File: config.mk
export PLATFORM = sky130hd
export DESIGN_NAME = display_writer_flat
export DESIGN_NICKNAME = d
export VERILOG_FILES = /design/src/rtl/display_pkg.sv /design/src/rtl/display_writer_if.sv /design/src/rtl/display_writer_lead_nz_detect.sv /design/src/rtl/display_writer.sv /design/src/flat_wrapper.sv
export SDC_FILE = /design/constraint.sdc
export NUM_CORES = 1
export LEC_CHECK = 0
export BUFFER_PORTS_ARGS = -buffer_cell sky130_fd_sc_hd__buf_2
export CELL_PAD_IN_SITES_DETAIL_PLACEMENT = 1
export CELL_PAD_IN_SITES_GLOBAL_PLACEMENT = 2
export CORE_MARGIN = 2
export CORE_UTILIZATION = 37
export DETAILED_ROUTE_END_ITERATION = 12
export PLACE_DENSITY = 0.81
export SYNTH_ARGS = -nofsm -noshare
export SYNTH_HDL_FRONTEND = slang
export SYNTH_SLANG_ARGS = --single-unit
File: constraint.sdc
create_clock -name clk -period 3.7 [get_ports clk]
set_input_delay 0.185 -clock clk [delete_from_list [all_inputs] [get_ports clk]]
set_output_delay 0.185 -clock clk [all_outputs]
set_load 0.03 [all_outputs]
File: src/rtl/display_pkg.sv
// Shared types, widths and DIN field layout for the seven-segment display writer.
package display_pkg;

    typedef enum logic [1:0] {
        IDLE  = 2'd0,
        WRITE = 2'd1,
        HOLD  = 2'd2,
        DONE  = 2'd3
    } state_e;

    localparam int NUM_DIGITS = 8;
    localparam int ADDR_W     = 3;
    localparam int DIN_W      = 6;

    localparam int DIN_EN     = 5;
    localparam int DIN_NIB_HI = 4;
    localparam int DIN_NIB_LO = 1;
    localparam int DIN_DP     = 0;

    // A disabled digit always carries a zero nibble so a blanked digit is fully defined.
    function automatic logic [DIN_W-1:0] pack_din(input logic en, input logic [3:0] nib,
                                                  input logic dp);
        logic [DIN_W-1:0] d;
        d                         = '0;
        d[DIN_EN]                 = en;
        d[DIN_NIB_HI:DIN_NIB_LO]  = en ? nib : 4'h0;
        d[DIN_DP]                 = dp;
        return d;
    endfunction

endpackage

File: src/rtl/display_writer_if.sv
// CPU-side handshake plus display write bus of the display writer.
// slave = the writer's view, master = the CPU/display-model view.
interface display_writer_if;
    import display_pkg::*;

    logic              in_valid;
    logic              in_ready;
    logic [31:0]       value;
    logic [7:0]        dp_mask;
    logic              busy;
    logic              done;
    logic [ADDR_W-1:0] WADD;
    logic [DIN_W-1:0]  DIN;
    logic              enter;

    modport slave (
        input  in_valid, value, dp_mask,
        output in_ready, busy, done, WADD, DIN, enter
    );

    modport master (
        output in_valid, value, dp_mask,
        input  in_ready, busy, done, WADD, DIN, enter
    );

endinterface

File: src/rtl/display_writer_lead_nz_detect.sv
// Highest non-zero nibble index of a 32-bit word (0 when the word is zero).
// Only compiled when DISPLAY_WRITER_LZB_EN is defined.
`ifdef DISPLAY_WRITER_LZB_EN
module lead_nz_detect (
    input  logic [31:0] value,
    output logic [2:0]  msd
);

    always_comb begin
        msd = '0;
        for (int i = 1; i < 8; i++) begin
            if (value[i*4 +: 4] != 4'h0) msd = 3'(i);
        end
    end

endmodule
`endif

File: src/rtl/display_writer.sv
// Serialises a 32-bit hex word plus decimal-point mask into 8 display digit writes.
// Define DISPLAY_WRITER_LZB_EN to enable leading-zero blanking.
module display_writer
    import display_pkg::*;
#(
    parameter int NUM_DIGITS  = 8,
    parameter int HOLD_CYCLES = 1
) (
    input  logic             clk,
    input  logic             rst_n,
    display_writer_if.slave  bus
);

    localparam logic [1:0]        S_IDLE    = IDLE;
    localparam logic [1:0]        S_WRITE   = WRITE;
    localparam logic [1:0]        S_HOLD    = HOLD;
    localparam logic [1:0]        S_DONE    = DONE;
    localparam logic [ADDR_W-1:0] LAST_IDX  = ADDR_W'(NUM_DIGITS - 1);
    localparam logic [3:0]        HOLD_LOAD = 4'(HOLD_CYCLES - 1);

    logic [1:0]        state;
    logic [ADDR_W-1:0] idx;
    logic [ADDR_W-1:0] idx_nxt;
    logic [3:0]        hold_cnt;
    logic [31:0]       value_r;
    logic [7:0]        dp_r;
    logic              en_nxt;
    logic              accept;

    assign accept  = bus.in_valid && (state == S_IDLE);
    assign idx_nxt = idx + 1'b1;

`ifdef DISPLAY_WRITER_LZB_EN
    logic [2:0] msd_in;
    logic [2:0] msd_r;

    lead_nz_detect u_lead_nz_detect (
        .value (bus.value),
        .msd   (msd_in)
    );

    // Digits above the most-significant non-zero nibble are blanked.
    assign en_nxt = (idx_nxt <= msd_r);

    always_ff @(posedge clk) begin
        if (accept) msd_r <= msd_in;
    end
`else
    assign en_nxt = 1'b1;
`endif

    // Word capture: data only, no reset needed.
    always_ff @(posedge clk) begin
        if (accept) begin
            value_r <= bus.value;
            dp_r    <= bus.dp_mask;
        end
    end

    always_ff @(posedge clk or negedge rst_n) begin
        if (!rst_n) begin
            state        <= S_IDLE;
            idx          <= '0;
            hold_cnt     <= '0;
            bus.WADD     <= '0;
            bus.DIN      <= '0;
            bus.enter    <= 1'b0;
            bus.done     <= 1'b0;
            bus.busy     <= 1'b0;
            bus.in_ready <= 1'b1;
        end else begin
            case (state)
                S_IDLE: begin
                    if (bus.in_valid) begin
                        // Digit 0 is always enabled, so no detector result is needed here.
                        state        <= S_WRITE;
                        idx          <= '0;
                        bus.enter    <= 1'b1;
                        bus.WADD     <= '0;
                        bus.DIN      <= pack_din(1'b1, bus.value[3:0], bus.dp_mask[0]);
                        bus.busy     <= 1'b1;
                        bus.in_ready <= 1'b0;
                    end
                end
                S_WRITE: begin
                    bus.enter <= 1'b0;
                    hold_cnt  <= HOLD_LOAD;
                    state     <= S_HOLD;
                end
                S_HOLD: begin
                    if (hold_cnt != 4'd0) begin
                        hold_cnt <= hold_cnt - 4'd1;
                    end else if (idx == LAST_IDX) begin
                        state    <= S_DONE;
                        bus.done <= 1'b1;
                    end else begin
                        idx       <= idx_nxt;
                        state     <= S_WRITE;
                        bus.enter <= 1'b1;
                        bus.WADD  <= idx_nxt;
                        bus.DIN   <= pack_din(en_nxt, value_r[{idx_nxt, 2'b00} +: 4],
                                              dp_r[idx_nxt]);
                    end
                end
                S_DONE: begin
                    bus.done     <= 1'b0;
                    bus.busy     <= 1'b0;
                    bus.in_ready <= 1'b1;
                    state        <= S_IDLE;
                end
                default: state <= S_IDLE;
            endcase
        end
    end

endmodule

File: src/flat_wrapper.sv
// flat-port wrapper written by rule: the top's interface ports become plain ports
module display_writer_flat import display_pkg::*;
#(
    parameter int NUM_DIGITS  = 8,
    parameter int HOLD_CYCLES = 1
)
  (clk, rst_n, bus_in_valid, bus_value, bus_dp_mask, bus_in_ready, bus_busy, bus_done, bus_WADD, bus_DIN, bus_enter);
  display_writer_if bus_i ();
  input  logic clk;
  input  logic rst_n;
  input wire logic [$bits(bus_i.in_valid)-1:0] bus_in_valid;
  input wire logic [$bits(bus_i.value)-1:0] bus_value;
  input wire logic [$bits(bus_i.dp_mask)-1:0] bus_dp_mask;
  output wire logic [$bits(bus_i.in_ready)-1:0] bus_in_ready;
  output wire logic [$bits(bus_i.busy)-1:0] bus_busy;
  output wire logic [$bits(bus_i.done)-1:0] bus_done;
  output wire logic [$bits(bus_i.WADD)-1:0] bus_WADD;
  output wire logic [$bits(bus_i.DIN)-1:0] bus_DIN;
  output wire logic [$bits(bus_i.enter)-1:0] bus_enter;
  assign bus_i.in_valid = bus_in_valid;
  assign bus_i.value = bus_value;
  assign bus_i.dp_mask = bus_dp_mask;
  assign bus_in_ready = bus_i.in_ready;
  assign bus_busy = bus_i.busy;
  assign bus_done = bus_i.done;
  assign bus_WADD = bus_i.WADD;
  assign bus_DIN = bus_i.DIN;
  assign bus_enter = bus_i.enter;
  display_writer #(.NUM_DIGITS(NUM_DIGITS), .HOLD_CYCLES(HOLD_CYCLES)) u_core (.clk(clk), .rst_n(rst_n), .bus(bus_i));
endmodule
==> impl_metrics.json <==
{
  "status": "completed",
  "utilization": 0.4732,
  "muxShareOfSynthArea": 0.1232,
  "setup_violations": 0,
  "timing.fmax_mhz": 411.6,
  "clock_latency_ps": 330,
  "synth-seq-cells": 59,
  "drc": 0,
  "setup_ws_ps": 1270,
  "top_usage_layer": "met2",
  "switchingPower_mw": 0.7739,
  "synth_cell_types": 33,
  "antenna_found_initial": 0,
  "tritoncts": "built",
  "p_comb_frac": 0.298,
  "tightest_slew_ps": 690.1,
  "crit_path_top_delay_cell": "dfrtp_1",
  "grt_pass1_vias": 1639,
  "rows": 29,
  "worstHoldPathType": "in -> reg",
  "placed_area_um2": 2804,
  "path_max_fanout": 14,
  "num-nets-final": 258,
  "grt_pass1_wl_mm": 7.879,
  "mappedNetlistArea_um2": 2469,
  "slew_headroom": 0.5400,
  "synth_top_family_by_area": "multiplexers",
  "fp.dieW_um": 85.68,
  "dp_slack_ps": 1199,
  "seqCellArea_um2": 1678,
  "intPower_mw": 1.548,
  "synth.yosys.seq_area_share": 0.6797,
  "ctsResizeCount": 0,
  "grt_usage": 0.1429,
  "route.vias.total": 1480,
  "final_cells": 293,
  "use_met2": 0.2209,
  "rsz0062_at_grt": "no",
  "syn_to_final_growth_pct": 22.40,
  "slowest_delay_ps": 620,
  "arrival_ps": 2650,
  "dp_hpwl_mm": 3.447,
  "dr.pass1.iters": 4,
  "cap_violations": 0,
  "total_power_mw": 2.321,
  "synth_xor_area_frac": 0,
  "finalCritPeriodShare": 0.6566,
  "syn_inst": 150,
  "met1_usage": 0.1885,
  "initial_core_util": 0.3866,
  "wl_per_cell_um": 16.16,
  "drive_above_1_share": 0.3935,
  "placedCellCount": 276,
  "htreeDepth": 3,
  "synthSimpleGateAreaFrac": 0.06538,
  "ir_worst_vdd_mv": 0.4264,
  "antenna_left": 0,
  "fin_tns_setup_ps": 0,
  "core-area_um2": 6386,
  "drtIter0Drc": 38,
  "multiInputGateArea_um2": 728.2,
  "skew_ps": 4.834,
  "slew_viol_final": 0,
  "powerDensity_nw_per_um2": 768.3,
  "clk_path_buf_depth": 2,
  "hold_viol": 0,
  "io_buffers": 55,
  "critPathKind": "reg -> reg",
  "routed_wl_mm": 4.736,
  "p_seq_frac": 0.437,
  "final_area_um2": 3022,
  "crit_path_frequent_cell": "ha_1",
  "synth_nets": 197,
  "worstPathCellList": "ha_1 > ha_1 > mux4_2 > mux2i_1 > a211oi_1 > a21o_1",
  "root_buffer": "clkbuf_8",
  "syn_avg_cell_area_um2": 16.46,
  "use_met3": 0.04042,
  "yosys.area_share.adder": 0.02027,
  "crit_path_end_kind": "flop",
  "switching_share": 0.3334,
  "boundaryPins": 56,
  "globalplace.congestion": 0.7135,
  "clkSinkCount": 59,
  "cts-buffers-inserted": 9,
  "synth_warnings": 0,
  "dieArea_um2": 7341,
  "nFillCells": 654,
  "grt_overflow_total": 0,
  "grt_max_degree": 43,
  "die_y_um": 85.68,
  "diodes": 0,
  "worstPathRequired_ps": 3920,
  "clk_pin_slew_ps": 60,
  "synth_compound_area_frac": 0.08363,
  "finalCriticalPeriod_ps": 2430,
  "worstSetupStartpointType": "flop",
  "clkPwrFrac": 0.266,
  "p_leak_nw": 1.237,
  "via_per_inst": 5.051,
  "worst_hold_slack_ps": 29.62
}
## metal layers
metal	share of wire	routed length (µm)	up-vias
li1	-	-	702
met1	0.45	2135	729
met2	0.48	2281	40
met3	0.047	223	9
met4	0.020	95	0
met5	0	0	-
## repair_timing
item	4_1_cts	5_1_grt
hold buffers	1	0
buffers inserted	0	0
endpoints found under the hold margin	18	0
## power by group through the flow
stage / Sequential (mW) / Combinational [mW] / Clock (mW)
CTS: 1.02 / 0.707 / 0.628
detailed placement: 1.03 / 0.705 / 0
global route: 1.04 / 0.765 / 0.657
finish: 1.01 / 0.691 / 0.617
floorplan: 1.07 / 0.494 / 0
global placement: 1.03 / 0.685 / 0
## area by class of cell
type                       count  share of cell area
sequential                    59              0.5553
timing repair buffer          57             0.09689
clock buffer                  10             0.04224
tap                           77             0.03188
multi-input combinational     79              0.2410
inverter                       5            0.006211
clock inverter                 6             0.02650
## synthesized netlist by cell type, drive strengths merged
master,number,share of area
nand2b,2,0.0051
mux2,1,0.0046
dfstp,1,0.011
o2bb2ai,1,0.0035
dfrtp,18,0.18
nor4b,1,0.0096
nor2,9,0.014
clkbuf,3,0.0046
a211oi,5,0.015
a21o,5,0.015
o31ai,1,0.0030
nor4,2,0.0051
o211ai,2,0.0061
or3,1,0.0025
buf,4,0.016
edfxtp,40,0.49
nand2,6,0.0091
mux4,10,0.094
a21oi,8,0.021
a31oi,1,0.0025
nor3,2,0.0041
ha,4,0.020
inv,5,0.0076
o22ai,2,0.0051
mux2i,6,0.024
nor3b,2,0.010
o21ai,6,0.012
nor2b,2,0.0061
## cell usage in the layout (no fill, tap or decap), types with 3 or more instances in the layout
master	instances
mux4_2	8
o21ai_1	6
a211oi_1	5
clkbuf_8	9
nand2_1	6
a21oi_1	7
edfxtp_1	40
nor2_1	9
ha_1	4
mux2i_1	6
buf_2	55
inv_1	3
dfrtp_1	18
a21o_1	5
## path summary, 6_finish.rpt
kind,start,to,slack (ps),cells past startpoint
max,u_core.bus.WADD[0]$_DFFE_PN0P_,u_core.bus.DIN[4]$_DFFE_PN0P_,1270,6
min,bus_dp_mask[5],u_core.dp_r[5]$_DFFE_PP_,30,1
max reg2reg,u_core.bus.WADD[0]$_DFFE_PN0P_,u_core.bus.DIN[4]$_DFFE_PN0P_,1270,6
min reg2reg,u_core.bus.DIN[0]$_DFFE_PN0P_,u_core.bus.DIN[0]$_DFFE_PN0P_,470,1
max in group asynchronous,rst_n,u_core.bus.in_ready$_DFFE_PN1P_,3010,2
min in group asynchronous,rst_n,u_core.bus.WADD[1]$_DFFE_PN0P_,340,2
## critical path: cells and delay by family (launching register included)
family                     cells  cell delay, ps
adders and majority gates      2             870
AOI/OAI and AO/OA              2             280
muxes                          2             550
DFF                            1             620
## cell families (layout without fill, tap and decap cells)
logic type | after synthesis | count (layout)
DFF | 59 | 59
AOI/OAI and AO/OA | 31 | 31
and+or+nand+nor | 27 | 27
muxes | 17 | 17
buffers and inverters | 12 | 78
adders and majority gates | 4 | 4
## state kept, by name, indices dropped and copies added (netlist names), 2 cells and up
register and cells:
u_core.dp_r 8, u_core.state 2, u_core.hold_cnt 4, u_core.bus.WADD 3, u_core.value_r 32, u_core.bus.DIN 6
(Power assumes the default switching activity.)
